File: src/rtl/mem_access_pkg.sv
// rtl/mem_access_pkg.sv - shared func codes, byte-enable constants and FSM encoding for the MEM-stage access unit
package mem_access_pkg;

    localparam logic [2:0] FUNC_B  = 3'b000;
    localparam logic [2:0] FUNC_BU = 3'b001;
    localparam logic [2:0] FUNC_H  = 3'b010;
    localparam logic [2:0] FUNC_HU = 3'b011;
    localparam logic [2:0] FUNC_W  = 3'b100;

    localparam logic [3:0] BE_BYTE    = 4'b0001;
    localparam logic [3:0] BE_HALF_LO = 4'b0011;
    localparam logic [3:0] BE_HALF_HI = 4'b1100;
    localparam logic [3:0] BE_WORD    = 4'b1111;

    typedef enum logic [1:0] {
        ST_IDLE = 2'b00,
        ST_WAIT = 2'b01,
        ST_DONE = 2'b10
    } state_t;

endpackage

File: src/rtl/store_align.sv
// rtl/store_align.sv - combinational byte-lane steering and alignment check for loads/stores
module store_align
    import mem_access_pkg::*;
(
    input  logic [2:0]  func_choice,
    input  logic [1:0]  byte_offset,
    input  logic [31:0] wdata,
    output logic [3:0]  be,
    output logic [31:0] wdata_rep,
    output logic        misaligned
);

    always_comb begin
        be         = 4'b0000;
        wdata_rep  = wdata;
        misaligned = 1'b0;
        case (func_choice)
            FUNC_B, FUNC_BU: begin
                be        = BE_BYTE << byte_offset;
                wdata_rep = {4{wdata[7:0]}};
            end
            FUNC_H, FUNC_HU: begin
                be         = byte_offset[1] ? BE_HALF_HI : BE_HALF_LO;
                wdata_rep  = {2{wdata[15:0]}};
                misaligned = byte_offset[0];
            end
            FUNC_W: begin
                be         = BE_WORD;
                misaligned = |byte_offset;
            end
            // reserved func codes are reported as an address error
            default: misaligned = 1'b1;
        endcase
    end

endmodule

File: src/rtl/mem_access_unit.sv
// rtl/mem_access_unit.sv - MEM-stage data-memory access controller with req/ack bus handshake and timeout
module mem_access_unit
    import mem_access_pkg::*;
#(
    parameter int TIMEOUT = 255,
    parameter int CNT_W   = 8
) (
    input  logic        clk,
    input  logic        rst,
    input  logic        mem_en,
    input  logic        mem_wr,
    input  logic [2:0]  func_choice,
    input  logic [31:0] addr,
    input  logic [31:0] wdata,
    input  logic        flush,
    output logic        stall,
    output logic        addr_err,
    output logic        bus_err,
    output logic        bus_req,
    output logic        bus_wr,
    output logic [31:0] bus_addr,
    output logic [3:0]  bus_be,
    output logic [31:0] bus_wdata,
    input  logic        bus_ack,
    input  logic [31:0] bus_rdata,
    output logic [31:0] load_data,
    output logic [1:0]  byte_address,
    output logic [2:0]  load_func,
    output logic        load_valid
);

    localparam bit             TO_EN    = (TIMEOUT != 0);
    localparam logic [CNT_W-1:0] CNT_LAST = TO_EN ? CNT_W'(TIMEOUT - 1) : '0;

    state_t           state;
    logic [CNT_W-1:0] cnt;
    logic             drop;

    logic [3:0]  be_c;
    logic [31:0] wdata_c;
    logic        misaligned;
    logic        issue;
    logic        timed_out;
    logic        drop_now;

    store_align u_store_align (
        .func_choice (func_choice),
        .byte_offset (addr[1:0]),
        .wdata       (wdata),
        .be          (be_c),
        .wdata_rep   (wdata_c),
        .misaligned  (misaligned)
    );

    assign addr_err  = mem_en & misaligned;
    assign issue     = (state == ST_IDLE) & mem_en & ~misaligned & ~flush;
    assign stall     = issue | (state == ST_WAIT);
    assign timed_out = TO_EN && (cnt == CNT_LAST);
    // a flush arriving together with the ack/timeout still drops the result
    assign drop_now  = drop | flush;

    always_ff @(posedge clk or posedge rst) begin
        if (rst) begin
            state        <= ST_IDLE;
            cnt          <= '0;
            drop         <= 1'b0;
            bus_req      <= 1'b0;
            bus_wr       <= 1'b0;
            bus_addr     <= '0;
            bus_be       <= '0;
            bus_wdata    <= '0;
            bus_err      <= 1'b0;
            load_data    <= '0;
            byte_address <= '0;
            load_func    <= '0;
            load_valid   <= 1'b0;
        end else begin
            bus_err    <= 1'b0;
            load_valid <= 1'b0;
            case (state)
                ST_IDLE: begin
                    if (issue) begin
                        bus_req      <= 1'b1;
                        bus_wr       <= mem_wr;
                        bus_addr     <= {addr[31:2], 2'b00};
                        bus_be       <= be_c;
                        bus_wdata    <= wdata_c;
                        byte_address <= addr[1:0];
                        load_func    <= func_choice;
                        cnt          <= '0;
                        drop         <= 1'b0;
                        state        <= ST_WAIT;
                    end
                end
                ST_WAIT: begin
                    if (bus_ack) begin
                        bus_req    <= 1'b0;
                        bus_wr     <= 1'b0;
                        if (!bus_wr) load_data <= bus_rdata;
                        load_valid <= ~bus_wr & ~drop_now;
                        drop       <= 1'b0;
                        state      <= drop_now ? ST_IDLE : ST_DONE;
                    end else if (timed_out) begin
                        bus_req <= 1'b0;
                        bus_wr  <= 1'b0;
                        if (!bus_wr) load_data <= '0;
                        bus_err <= ~drop_now;
                        drop    <= 1'b0;
                        state   <= drop_now ? ST_IDLE : ST_DONE;
                    end else begin
                        cnt <= cnt + 1'b1;
                        if (flush) drop <= 1'b1;
                    end
                end
                ST_DONE: state <= ST_IDLE;
                default: state <= ST_IDLE;
            endcase
        end
    end

endmodule
File: config.mk
export PLATFORM = sky130hd
export DESIGN_NAME = mem_access_unit
export DESIGN_NICKNAME = d
export VERILOG_FILES = /design/src/rtl/mem_access_pkg.sv /design/src/rtl/store_align.sv /design/src/rtl/mem_access_unit.sv
export SDC_FILE = /design/constraint.sdc
export NUM_CORES = 1
export LEC_CHECK = 0
export ABC_AREA = 1
export CAP_MARGIN = 20
export CORE_ASPECT_RATIO = 1.75
export CORE_MARGIN = 2
export CORE_UTILIZATION = 32
export DETAILED_ROUTE_END_ITERATION = 10
export PLACE_DENSITY = 0.7
export SYNTH_ARGS = -nofsm -noshare
export SYNTH_HDL_FRONTEND = slang
export SYNTH_SLANG_ARGS = --single-unit
File: constraint.sdc
create_clock -name clk -period 10.3 [get_ports clk]
set_clock_uncertainty 0.15 [all_clocks]
set_input_delay 1.03 -clock clk [delete_from_list [all_inputs] [get_ports clk]]
set_output_delay 1.03 -clock clk [all_outputs]
set_load 0.05 [all_outputs]
Yosys cells after proc, flatten, opt, wreduce, memory -nomap -nowiden. Index checks and enable logic that the tools add are counted.

Bits in registers: 118. Input port bits: 105. Output and inout bits: 111.

Add/sub/neg operators: 1. Equality and inequality tests: 13. Shift-type cells: 1. Multiplexer cells: 33. Bitwise logic cells: 11. Reduce and logical (&&, ||, !) cells: 13.

Operator list (count): $mux 32 (4); $pmux 32 s2 (1); $mux 8 (3); $pmux 8 s2 (1); $mux 1 (13); $pmux 4 s3 (1); $ne 2x2->1 const B (5); $add 8x1->8 const B (1); $eq 8x8->1 const B (1); $mux 2 (4); $reduce_and 4->1 (2); $eq 3x2->1 const B (2); $pmux 1 s2 (3); $reduce_and 3->1 (2); $reduce_or 2->1 (3); $and 1x1->1 (5); $mux 4 (1); $ne 4x4->1 const B (1); $not 1->1 (4); $pmux 2 s2 (1); $reduce_and 2->1 (2); $reduce_bool 2->1 (2); $shl 1x2->4 const A (1); $eq 3x1->1 const B (1); 7 further kinds (8).

Logic depth before layout (Yosys ltp). Gate-level depths: netlist of the first run.

Depth in word-level cells: 8. Mapped depth: 10. Depth with buffers taken out: 9.

By module. Synthesis of the first run repeated with hierarchy kept, for this count alone.

Cells, all modules: 660. Area total of the unflattened synthesis: 5376.4 um2.

Modules (own cells, without submodules): mem_access_unit (times used 1, cells each 548, area each 4834.6 um2, sequential area each 2952.8 um2); store_align (times used 1, cells each 112, area each 541.8 um2, sequential area each 0.0 um2).

Worst setup path before layout of the first run. OpenSTA, ideal clock, no wires.

Path type: input-to-output. Start: input port func_choice[2]. End: output port addr_err. Arrival: 2.390 ns. Required time: 9.120 ns. Setup slack: 6.730 ns. Stages: 3. Path through: buf_2 > nand2_1 > a21boi_0.

Longest elaborated chain between the ends: 4. Elaborated cells between the ends (all ways): 9.

Ends and longest elaborated chain: start: declaration (RTL line mem_access_unit.sv:12) `input logic [2:0] func_choice,`; $eq 3x2->1 (tied with other cells) (RTL line store_align.sv:17) `case (func_choice)`; $reduce_or 2->1 (RTL line store_align.sv:17); $pmux 1 s3 * (RTL line store_align.sv:17); $and 1x1->1 * (RTL line mem_access_unit.sv:55) `assign addr_err = mem_en & misaligned;`; end: declaration (RTL line mem_access_unit.sv:17) `output logic addr_err,`.

Mark *: on every way between the ends. The rest lies on a longest branch, timed or not.

Final worst setup path of the first run. Same ends and word-level chain as after synthesis.

==> results.md, run 1 <==
Status:
- The run finished with clean final reports.

Pwr:
- The analysis attributes to cell leakage a power of 3.74 nW.
- VDD sags by at most 140 uV.
- The share of power burned in registers is roughly 30%.
- The design draws 0.00215 W.
- Summed over all nets, the switching power comes to 0.000889 W.
- Net switching is 41.4% of the power.
- Combinational cells account for 40.9% of the total power.
- The internal power is 0.00126 W.
- Power spread over the standard cell area amounts to 269 nW/um2.
- The clock group share of total power is 28.7%.

Layout:
- The net count of the finished layout is ~900.
- The top cell types in the final layout, fill and taps aside, are sky130_fd_sc_hd__nand2_1, sky130_fd_sc_hd__clkdlybuf4s50_1, sky130_fd_sc_hd__dfrtp_1.
- The most common library cell in the layout ignoring fill and taps is sky130_fd_sc_hd__nand2_1.
- The share of final-layout standard cells stronger than drive strength 1 is 7.29%.
- Cells fill 50.5% of the core in the end.
- The area growth from synthesis to layout is 55.6%.
- The number of fill cells in the layout is 1,502.
- The number of antenna diodes in the final layout is 0.

Timing:
- Setup repair after global routing left no endpoint under its margin.
- The hold violation total from the final report was 0.
- The setup TNS is 0 ns.
- For the pin with the worst max-slew slack, the measured transition is just over 1 ns.
- After layout, the worst path uses 45.6% of the clock period.
- The count of final max-slew check failures came to 0.
- Based on the critical path, the design can be clocked at up to 213 MHz.
- The clock period could shrink to 4.69 ns.
- Measured against its own limit, the worst slew margin works out to 31.6%.
- The number of endpoints failing setup at the final stage is 0.

Synth:
- The number of register bits inferred by synthesis is 118.
- The mapped netlist covers 5130 um2.
- The share of the Yosys chip area taken by registers is 57.6%.
- For this run, the number of Yosys warnings is 0.
- The simple logic cell fraction of the synthesized area is 27.3%.
- Summing the areas of all xor and xnor instances in the mapped netlist gives less than 1% of the synthesized area.
- The synthesized netlist devotes roughly 8.3% of its cell area to compound gates.
- A synthesized cell averages 8.65 um2.
- Synthesis produced a netlist whose cell count is 593.
- The mux cell area share after synthesis is 0%.
- The main combinational cell family by area after synthesis is simple AND/OR/NAND/NOR gates.
- The share of synthesized cell area in full adder, half adder and majority cells is less than 1%.
- The count of cell types in the netlist is 30.

Floorplanning:
- The number of I/O pins is 216.
- The total area inside the core boundary comes to 15,800 um2.
- The number of rows in the core area is 61.
- The initial utilization of the core area, before any placement, comes to 32.5%.
- The die is 171 um tall.
- From left edge to right edge, the die measures about 100 um.
- The full die area is 17,100 um2.

Worst hold path:
- The capture endpoint of the worst hold path is load_data[30].
- In this run the most critical hold path is launched from load_data[30].
- The path class of the tightest hold or removal check is reg2reg.
- The worst hold path passes through 2 cells.

Setup path:
- In this run the critical register-to-register path is captured at bus_req.
- Counting cells, the worst reg-to-reg path comes to 8.
- The worst path required time is approximately 9.1 ns.
- The maximum net fanout on the critical path is 27.
- The worst setup slack for register-to-register paths is approximately 7.3 ns.
- The worst setup path is captured at an output pin.
- By instance count, the cell type seen most on the critical path is sky130_fd_sc_hd__clkdlybuf4s50_1.
- The highest cell delay on the worst timing path is ~1.1 ns.
- Traced cell by cell, the critical path runs through clkdlybuf4s50_1 > nand2_1 > a21boi_0 > clkdlybuf4s50_1.
- The highest-delay cell along the critical path is sky130_fd_sc_hd__clkdlybuf4s50_1.
- The worst path arrival time is ~3.5 ns.
- The kind of cell with the highest combined delay on the critical path is buffers and inverters.
- The startpoint of the worst setup timing path is func_choice[2].
- The number of buffers and inverters on the critical path is 2.
- The worst setup path is launched from an input pin.
- The critical path is of the in2out type.
- The launch point of the worst reg-to-reg path is state[1].

CTS:
- The number of sinks on the clock net is 118.
- The TritonCTS buffer count is 17.
- The buffer depth of the longest clock path is 2.
- After clock tree synthesis, the setup repair step added 0 buffers.
- Clock tree synthesis selected as its root buffer the cell sky130_fd_sc_hd__clkbuf_16.
- The clock network latency to the later pin of the worst-skew pair is roughly 0.4 ns.
- The clock tree from TritonCTS is yes.
- After clock tree synthesis, the clock-pin slew on the worst setup and hold paths is 0.05 ns.
- The number of levels in the clock H-tree is 4.
- The post-CTS resize count is 0.
- The number of buffers added to fix hold violations after cts is 0.

Place:
- The count of input and output buffers is 213.
- The routability-driven placement congestion ratio is 0.823.
- The wire-length estimate of the detail-placed layout is ~11 mm.

GRT:
- The highest-utilization routing layer at the global route stage is met2.
- The largest net degree at the start of global routing is 120.
- For this run, the total global-route usage over all layers was measured as between 15 and 20%.
- The via count of the first global-routing pass is ~4,500.
- Global routing consumed, on the met2 layer, between 30% and 40% of the routing resources.
- The global routing met3 resource utilization is 4.35%.
- The met1 demand-to-capacity share in global routing is 19.6%.
- The number of antenna violations at the first check in global routing came to 0.
- The sum of overflow across all layers after global routing is 0.
- The first global-routing pass estimated 23.1 mm of wire.

Routing:
- The pre-antenna-repair detailed-routing pass consisted of 6 iterations.
- The via count normalized by instance count is between 4 and 5.
- The average wire per standard cell is 15.1 um.
- The routed via count is 4,645.
- Wires add up to between 15 and 20 mm.
- After detailed routing, the number of remaining DRC violations is 0.
- For this block, the initial DRC count from the detailed router was 285.
- Once detail routing completed, the nets flagged for antenna violations numbered 0.

Run:
- The tool flagged a number of max-cap violations equal to 0.
==> sequential cells by signal, indices dropped and copies added, names as in the netlist, 2 cells and up <==
register,count
byte_address,2
load_func,3
cnt,8
state,2
load_data,32
bus_addr,30
bus_be,4
bus_wdata,32
==> how the worst max path moves through the flow <==
stage | depth (start not counted) | slack [ns] | to
final | 4 | 5.61 | addr_err
after global routing | 4 | 5.43 | addr_err
after CTS | 6 | 5.46 | bus_req
after detailed placement | 6 | 5.04 | bus_req
after global placement | 6 | 5.04 | bus_req
after floorplan | 1 | 5.99 | bus_addr[10]
==> worst reg2reg max path, stage by stage, from the launching register on <==
cell,delay [ns]
sky130_fd_sc_hd__dfrtp_1,0.43
sky130_fd_sc_hd__inv_1,0.07
sky130_fd_sc_hd__nand2_1,0.09
sky130_fd_sc_hd__nor2_1,0.07
sky130_fd_sc_hd__nand3_4,0.08
sky130_fd_sc_hd__buf_4,0.37
sky130_fd_sc_hd__buf_16,0.33
sky130_fd_sc_hd__clkinv_1,0.79
sky130_fd_sc_hd__o21a_1,0.46
==> stage by stage <==
step           instances  area (um2)  hold WS [ns]  setup WS [ns]
2_1_floorplan        594        5130         0.282           5.99
3_3_place_gp         965        7340         0.303           5.04
3_5_place_dp         965        7340         0.307           5.04
4_1_cts              997        7960         0.322           5.46
5_1_grt              998        7980         0.345           5.43
6_report             998        7980         0.317           5.61
==> synth_stat cells <==
cell type / n / area share (%)
sky130_fd_sc_hd__nand2_1: 220 / 16
sky130_fd_sc_hd__dfrtp_1: 118 / 58
sky130_fd_sc_hd__nand3_1: 51 / 5.0
sky130_fd_sc_hd__o21ai_0: 40 / 3.9
sky130_fd_sc_hd__nor2_1: 27 / 2.0
sky130_fd_sc_hd__a21oi_1: 25 / 2.4
sky130_fd_sc_hd__inv_1: 24 / 1.8
sky130_fd_sc_hd__buf_2: 18 / 1.8
sky130_fd_sc_hd__o21ai_1: 16 / 1.6
sky130_fd_sc_hd__nand2_2: 12 / 1.5
sky130_fd_sc_hd__buf_4: 6 / 0.88
sky130_fd_sc_hd__nor3_1: 6 / 0.59
sky130_fd_sc_hd__clkbuf_1: 5 / 0.37
sky130_fd_sc_hd__buf_6: 3 / 0.66
sky130_fd_sc_hd__nand2_4: 3 / 0.66
sky130_fd_sc_hd__clkbuf_2: 2 / 0.20
sky130_fd_sc_hd__ha_1: 2 / 0.49
sky130_fd_sc_hd__nand3_2: 2 / 0.39
sky130_fd_sc_hd__xor2_1: 2 / 0.34
sky130_fd_sc_hd__a21boi_0: 1 / 0.15
sky130_fd_sc_hd__clkinv_1: 1 / 0.073
sky130_fd_sc_hd__conb_1: 1 / 0.073
sky130_fd_sc_hd__inv_2: 1 / 0.073
sky130_fd_sc_hd__nand3b_4: 1 / 0.39
sky130_fd_sc_hd__nand4_1: 1 / 0.12
sky130_fd_sc_hd__nor2_4: 1 / 0.22
sky130_fd_sc_hd__nor2_8: 1 / 0.39
sky130_fd_sc_hd__o21a_1: 1 / 0.15
sky130_fd_sc_hd__o21bai_1: 1 / 0.15
sky130_fd_sc_hd__xnor2_1: 1 / 0.17
==> logic make-up after synthesis <==
logic type | after synthesis
AO/OA/AOI/OAI | 84
XOR/XNOR | 3
adder cells (fa/ha/maj) | 2
buffers and inverters | 60
flip-flops | 118
other | 1
AND/OR/NAND/NOR | 325
==> cell type report <==
cell class	count	area (um2)	area share, %
flip-flops and latches	118	2950	37.0
repair buffers	217	2180	27.3
multi-input cells	416	1900	23.7
clock buffers	17	425	5.33
well taps	189	236	2.96
clock inverters	15	190	2.38
inverters	26	100	1.25
==> layer usage <==
| layer | share of wire [%] | routed length (um) |
|---|---|---|
| met2 | 54 | 8190 |
| met1 | 38 | 5680 |
| met4 | 3.2 | 489 |
| met3 | 4.7 | 715 |
| met5 | 0 | 0 |
==> power by group through the flow <==
stage | Combinational [W] | Clock (W) | Sequential [W]
after floorplan | 0.000146 | 0 | 0.00106
after global placement | 0.000877 | 0 | 0.000657
after detailed placement | 0.000883 | 0 | 0.000659
after CTS | 0.000885 | 0.000630 | 0.000655
after global routing | 0.000925 | 0.000647 | 0.000668
final | 0.000877 | 0.000616 | 0.000654
No activity file was read; power rests on OpenSTA's default activity.
==> run 2, diff against run 1 <==
- PLACE_DENSITY: 0.7 -> 0.72
- clock period: 10.3 -> 3.8 ns (I/O delays scaled with it)
==> results.md, run 2 (synthesis results as in run 1) <==
Status:
- The run finished with clean final reports.

Pwr:
- The worst-case IR drop observed on VDD is 353 uV.
- The reported leakage power is approximately 3.8 nW.
- The power density over the cells is 732 nW/um2.

CTS:
- TritonCTS created 17 clock buffers.
- Hold repair after CTS inserted 0 buffers.
- The clock tree from TritonCTS is yes.
- The number of buffers added for setup after CTS is 0.
- The number of levels in the clock H-tree is 4.
- The buffer depth of the longest clock path is 2.
- Counting every sink on the clock net gives 118.
- The clock network latency to the later pin of the worst-skew pair is 0.40 ns.
- The post-CTS resize count is 0.
- Clock-pin slew was measured on the worst setup and hold paths at about 0.06 ns.
- The cell at the root of the clock tree is sky130_fd_sc_hd__clkbuf_16.

Setup path:
- The worst path required time is approximately 3.3 ns.
- The worst register-to-register path has a depth of 6.
- The total number of cells along the worst setup path is 7.
- The startpoint identified for the worst register-to-register timing path is state[1].
- The worst setup path is captured at an output pin.
- The worst setup slack for register-to-register paths is 1.56 ns.
- The category of the most critical setup path is in2out.
- The highest cell delay on the worst timing path is just over 0.8 ns.
- The highest-delay cell along the critical path is sky130_fd_sc_hd__clkdlybuf4s50_1.
- In this run the worst path has a maximum fanout of 12.
- STA puts the critical path data arrival time at between 2 and 2.5 ns.
- The cell family contributing the most delay on the critical path is buffers and inverters.
- STA classifies the critical path startpoint as an input pin.
- Tracing the worst setup path back leads to its startpoint at func_choice[1].
- Walking the worst path, the cells encountered are clkdlybuf4s50_1 > buf_4 > nor2_1 > nand2_1 > nand2_1 > a21boi_0 > clkdlybuf4s50_1.
- The number of buffers and inverters on the critical path is 3.

Timing:
- The count of final max-slew check failures came to 0.
- The timing-limited maximum frequency is 359 MHz.
- The setup TNS is 0 ns.
- The number of endpoints failing setup at the final stage is 0.
- The hold violation total from the final report is 0.
- Setup repair after global routing left no endpoint under its margin.
- For the finished layout, the period the worst path requires is ~2.8 ns.
- The fraction of the cycle the final worst path needs is approximately 73%.
- The worst pin sits at a relative slew slack of 35.3%.
- The post-route worst hold slack is 0.315 ns.
- The slew at the pin closest to its max-slew limit is 0.965 ns.

Floorplanning:
- After floorplanning, the core was sized to cover 15,800 um2.
- The die is 171 um tall.
- The effective utilization at floorplan is 32.5%.
- Pin placement for this block handled around 220 I/O pins.
- The number of rows in the core area is 61.
- The die boundary width is 99.7 um.
- The floorplan step defined a die boundary enclosing roughly 17,000 um2.

Layout:
- In the final layout, the multi-input gates occupy 1900 um2.
- In the final layout, the share of cells above drive strength 1 is 7.53%.
- The net count of the finished layout is 904.
- The top cell types in the final layout, fill and taps aside, are sky130_fd_sc_hd__nand2_1, sky130_fd_sc_hd__clkdlybuf4s50_1, sky130_fd_sc_hd__dfrtp_1.
- The number of fill cells in the layout is 1,451.
- The sequential cell area is about 3000 um2.
- The signed area change from the synthesized netlist to the final layout is 56.2%.
- In the final layout, the registers with the most flip-flops are bus_wdata x32, load_data x32, bus_addr x30.
- The repair_antennas step left the layout with diodes totalling 0.
- The most common library cell in the layout ignoring fill and taps is sky130_fd_sc_hd__nand2_1.

GRT:
- Entering global routing, the biggest net connects 120 pins.
- The sum of overflow across all layers after global routing is 0.
- The wire length of the first global-routing pass is 23.6 mm.
- The via count of the first global-routing pass was 4,365.
- The overall global routing resource usage is 17.6%.
- The number of antenna violations at the first check in global routing is 0.

Routing:
- The detailed-route DRC error count is 0.
- The routed via count is 4,647.
- The count of nets left with antenna violations once routing finished came out at 0.
- For this block, the initial DRC count from the detailed router was around 250.
- Summed over all layers, the routed wires come to 15.0 mm.
- In the final routed layout, each cell accounts on average for 15.0 um.
- In the routed layout, each cell is associated on average with a via count of 4.65.
- The first detailed-routing pass ran for 4 iterations.

Place:
- The congestion estimate from routability-driven global placement came to 0.827.
- The placed wire-length estimate is 10.4 mm.
- The count of input and output buffers is 213.

Worst hold path:
- In this run the worst hold path is classified as in2async.

Run:
- Across the run, the number of max-cap violations was 0.
==> run 2: changes by cell type in the layout (fill, tap and decap cells not counted), sizes merged <==
cell and delta:
buf +2, clkbuf +1, clkdlybuf4s50 -1, clkinv -1, clkinvlp -1, inv +1
==> run 2: cell type report <==
cell class | instances | share of cell area [%]
inverter | 26 | 1.25
multi-input combinational | 416 | 23.6
clock inverter | 14 | 2.33
timing repair buffer | 218 | 27.5
tap | 189 | 2.95
clock buffer | 18 | 5.48
sequential | 118 | 36.8
==> run 2: power breakdown <==
| group | switching, W | internal [W] |
|---|---|---|
| clock network | 0.000649 | 0.00107 |
| logic | 0.00160 | 0.000784 |
| registers | 0.000185 | 0.00158 |
==> run 2: worst register-to-register path: cells and delay by family, from the launching register on <==
family | cells | cell delay (ns)
AND/OR/NAND/NOR | 3 | 0.26
AO/OA/AOI/OAI | 1 | 0.47
buffers and inverters | 2 | 0.81
flip-flops | 1 | 0.44
==> run 2: layer usage <==
| layer | GRT usage (%) | wire [um] |
|---|---|---|
| met1 | 21.8 | 6030 |
| met3 | 3.05 | 594 |
| met5 | 0 | 0 |
| met4 | 7.68 | 370 |
| met2 | 29.9 | 7990 |
==> run 2: stage by stage <==
step	util (%)	instances	setup slack (ns)	total power (W)	cell area [um2]
global placement	46.8	967	0.951	0.00416	7390
detailed placement	46.8	967	0.948	0.00419	7390
CTS	50.7	999	1.01	0.00593	8020
finish	50.7	999	1.02	0.00587	8020
floorplan	-	594	0.141	0.00328	5130
global route	50.7	999	0.947	0.00614	8020
==> run 2: worst paths after layout <==
path,end
setup / recovery,addr_err
hold / removal,bus_addr[30]
setup reg to reg,bus_req
hold reg to reg,load_data[30]
max in group asynchronous,bus_wdata[17]
min in group clk,load_data[30]
==> run 3, diff against run 2 <==
- clock period: 3.8 -> 2.5 ns (I/O delays scaled with it)
==> results.md, run 3 (synthesis results as in run 1) <==
Status:
- The flow ran to the end, and the final reports show no timing, DRC or antenna violations.

CTS:
- After clock tree synthesis, the clock-pin slew on the worst setup and hold paths is 0.06 ns.
- The number of sinks on the clock net is between 100 and 150.
- The number of buffers added to fix hold violations after cts is 0.
- The number of buffers added for setup after CTS is 0.
- The post-CTS resize count is 0.
- The buffer depth of the longest clock path is 2.
- The clock tree synthesis step divided the H-tree into 4 levels.
- Counting the buffers created by CTS gives 17.
- TritonCTS built the clock tree.
- The cell at the root of the clock tree is sky130_fd_sc_hd__clkbuf_16.
- The clock network latency to the later pin of the worst-skew pair is a little over 0.4 ns.

Setup path:
- Counting both buffers and inverters, the worst setup path holds a total of 1.
- Data on the critical path arrives at its endpoint at approximately 1.7 ns.
- The worst path required time is 2.10 ns.
- The kind of cell with the highest combined delay on the critical path is buffers and inverters.
- The worst setup path is launched from a flip-flop.
- The signal on the critical path passes through clkdlybuf4s50_1.
- The highest cell delay on the worst timing path is between 0.8 and 0.9 ns.
- The largest individual stage delay along the critical path comes from the cell sky130_fd_sc_hd__clkdlybuf4s50_1.
- The maximum net fanout on the critical path is 5.
- The critical path is of the reg2out type.
- The worst setup path is captured at an output pin.

Layout:
- The area growth from synthesis to layout is 57.8%.
- The most common library cell in the layout ignoring fill and taps is sky130_fd_sc_hd__nand2_1.
- The total area of multi-input combinational cells is between 1500 and 2000 um2.
- The net count of the finished layout is 910.
- The count of inserted antenna diode cells is 0.
- Leaving out fill and tap cells, the most frequent cells in the layout are sky130_fd_sc_hd__nand2_1, sky130_fd_sc_hd__clkdlybuf4s50_1, sky130_fd_sc_hd__dfrtp_1.
- The largest registers in the layout are bus_wdata x32, load_data x32, bus_addr x30.
- The sequential cell area is 2950 um2.
- The number of fill cells in the layout is between 1,000 and 1,500.
- In the final layout, the share of cells above drive strength 1 is ~8.3%.

Routing:
- The average wire per standard cell is ~15 um.
- The detailed-route DRC error count is 0.
- In this run the remaining antenna-violating nets after routing total 0.
- The final layout contains routed wiring with a total length of 15.1 mm.
- The via count normalized by instance count is 4.60.
- The first detailed-routing pass took 4 iterations.
- The routed via count is 4,623.
- For this block, the initial DRC count from the detailed router was 241.

GRT:
- Summed over all layers, the global routing overflow is 0.
- The largest net degree at the start of global routing is between 60 and 70.
- The wire length of the first global-routing pass is 23.9 mm.
- The number of antenna violations at the first check in global routing is 0.
- The via count of the first global-routing pass is 4,480.
- In the global route stage, overall resource usage came out at approximately 18%.

Floorplanning:
- The number of rows in the core area is 61.
- The full die area is between 15,000 and 20,000 um2.
- The floorplan die height is 171 um.
- The number of I/O pins is ~220.
- The total core area is 15,800 um2.
- The die boundary width is 99.7 um.
- The initial utilization of the core area, before any placement, comes to 32.5%.

Place:
- Routability-driven placement finished with a final weighted congestion of ~0.81.
- The setup slack at placement is 0.346 ns.
- The HPWL after detailed placement is around 11 mm.
- Buffers placed on the I/O ports in this run total roughly 210.

Timing:
- Timing would allow up to 481 MHz.
- Headroom to the max-slew limit came out at 62.2%.
- Adding up every negative setup slack in the final design gives 0 ns.
- The count of final max-slew check failures was 0.
- Of the available clock period, the critical path in the final layout requires 83.2%.
- The setup slack of the critical path after layout is 0.421 ns.
- The post-layout minimum cycle time is about 2.1 ns.
- Setup repair after global routing left no endpoint under its margin.
- For the pin with the worst max-slew slack, the measured transition is 0.566 ns.
- Setup violations remaining at the end of the flow were counted as 0.
- The hold violation total from the final report came to 0.

Pwr:
- The power density over the cells is 1100 nW/um2.
- The reported leakage power is ~3.8 nW.
- The maximum ir drop on the vdd rail is 601 uV.
- The completed layout was analyzed and its total power is 0.00887 W.

Worst hold path:
- In this run the worst hold path is classified as in2async.

Run:
- Max-cap violations in this run came to 0.
==> run 3: area by class of cell <==
| type | count | share of cell area (%) |
|---|---|---|
| timing repair buffer | 224 | 28.2 |
| clock inverter | 13 | 2.09 |
| tap | 189 | 2.92 |
| inverter | 26 | 1.25 |
| multi-input combinational | 416 | 23.4 |
| clock buffer | 19 | 5.60 |
| sequential | 118 | 36.5 |
==> run 3: path summary, 6_finish.rpt <==
path	startpoint	endpoint	slack, ns	cells after the start
min reg2reg	load_data[14]	load_data[14]	0.31	2
max	bus_wr	bus_wr	0.42	1
max in group asynchronous	rst	bus_wdata[17]	1.39	3
max reg2reg	cnt[0]	load_data[12]	0.58	9
min	rst	bus_addr[2]	0.09	2
min in group clk	addr[6]	bus_addr[6]	0.22	3
==> run 3: per-stage QoR <==
step / utilization (%) / instance area, um2 / hold WS [ns] / std cells
2_1_floorplan: - / 5140 / 0.171 / 594
3_3_place_gp: 47.3 / 7470 / 0.303 / 973
3_5_place_dp: 47.3 / 7470 / 0.307 / 973
4_1_cts: 51.2 / 8090 / 0.103 / 1005
5_1_grt: 51.2 / 8090 / 0.135 / 1005
6_report: 51.2 / 8090 / 0.0924 / 1005
==> run 3: power by group <==
part | internal (W) | total [W] | switching, W
clock | 0.00164 | 0.00255 | 0.000912
sequential | 0.00240 | 0.00269 | 0.000283
combinational | 0.00121 | 0.00364 | 0.00243
total | 0.00525 | 0.00887 | 0.00363
==> run 3: worst register-to-register path: cells and delay by family (launching register included) <==
kind / cells / cell delay, ns
buffers and inverters: 1 / 0.10
adders and majority gates: 1 / 0.16
and+or+nand+nor: 7 / 1.04
DFF: 1 / 0.39
==> run 3: metal layers <==
layer	vias up	global-route usage [%]	share of wire, %
li1	2318	-	-
met1	2142	21.2	40
met2	139	30.7	53
met3	24	3.17	4.4
met4	0	8.40	3.1
met5	-	0	0
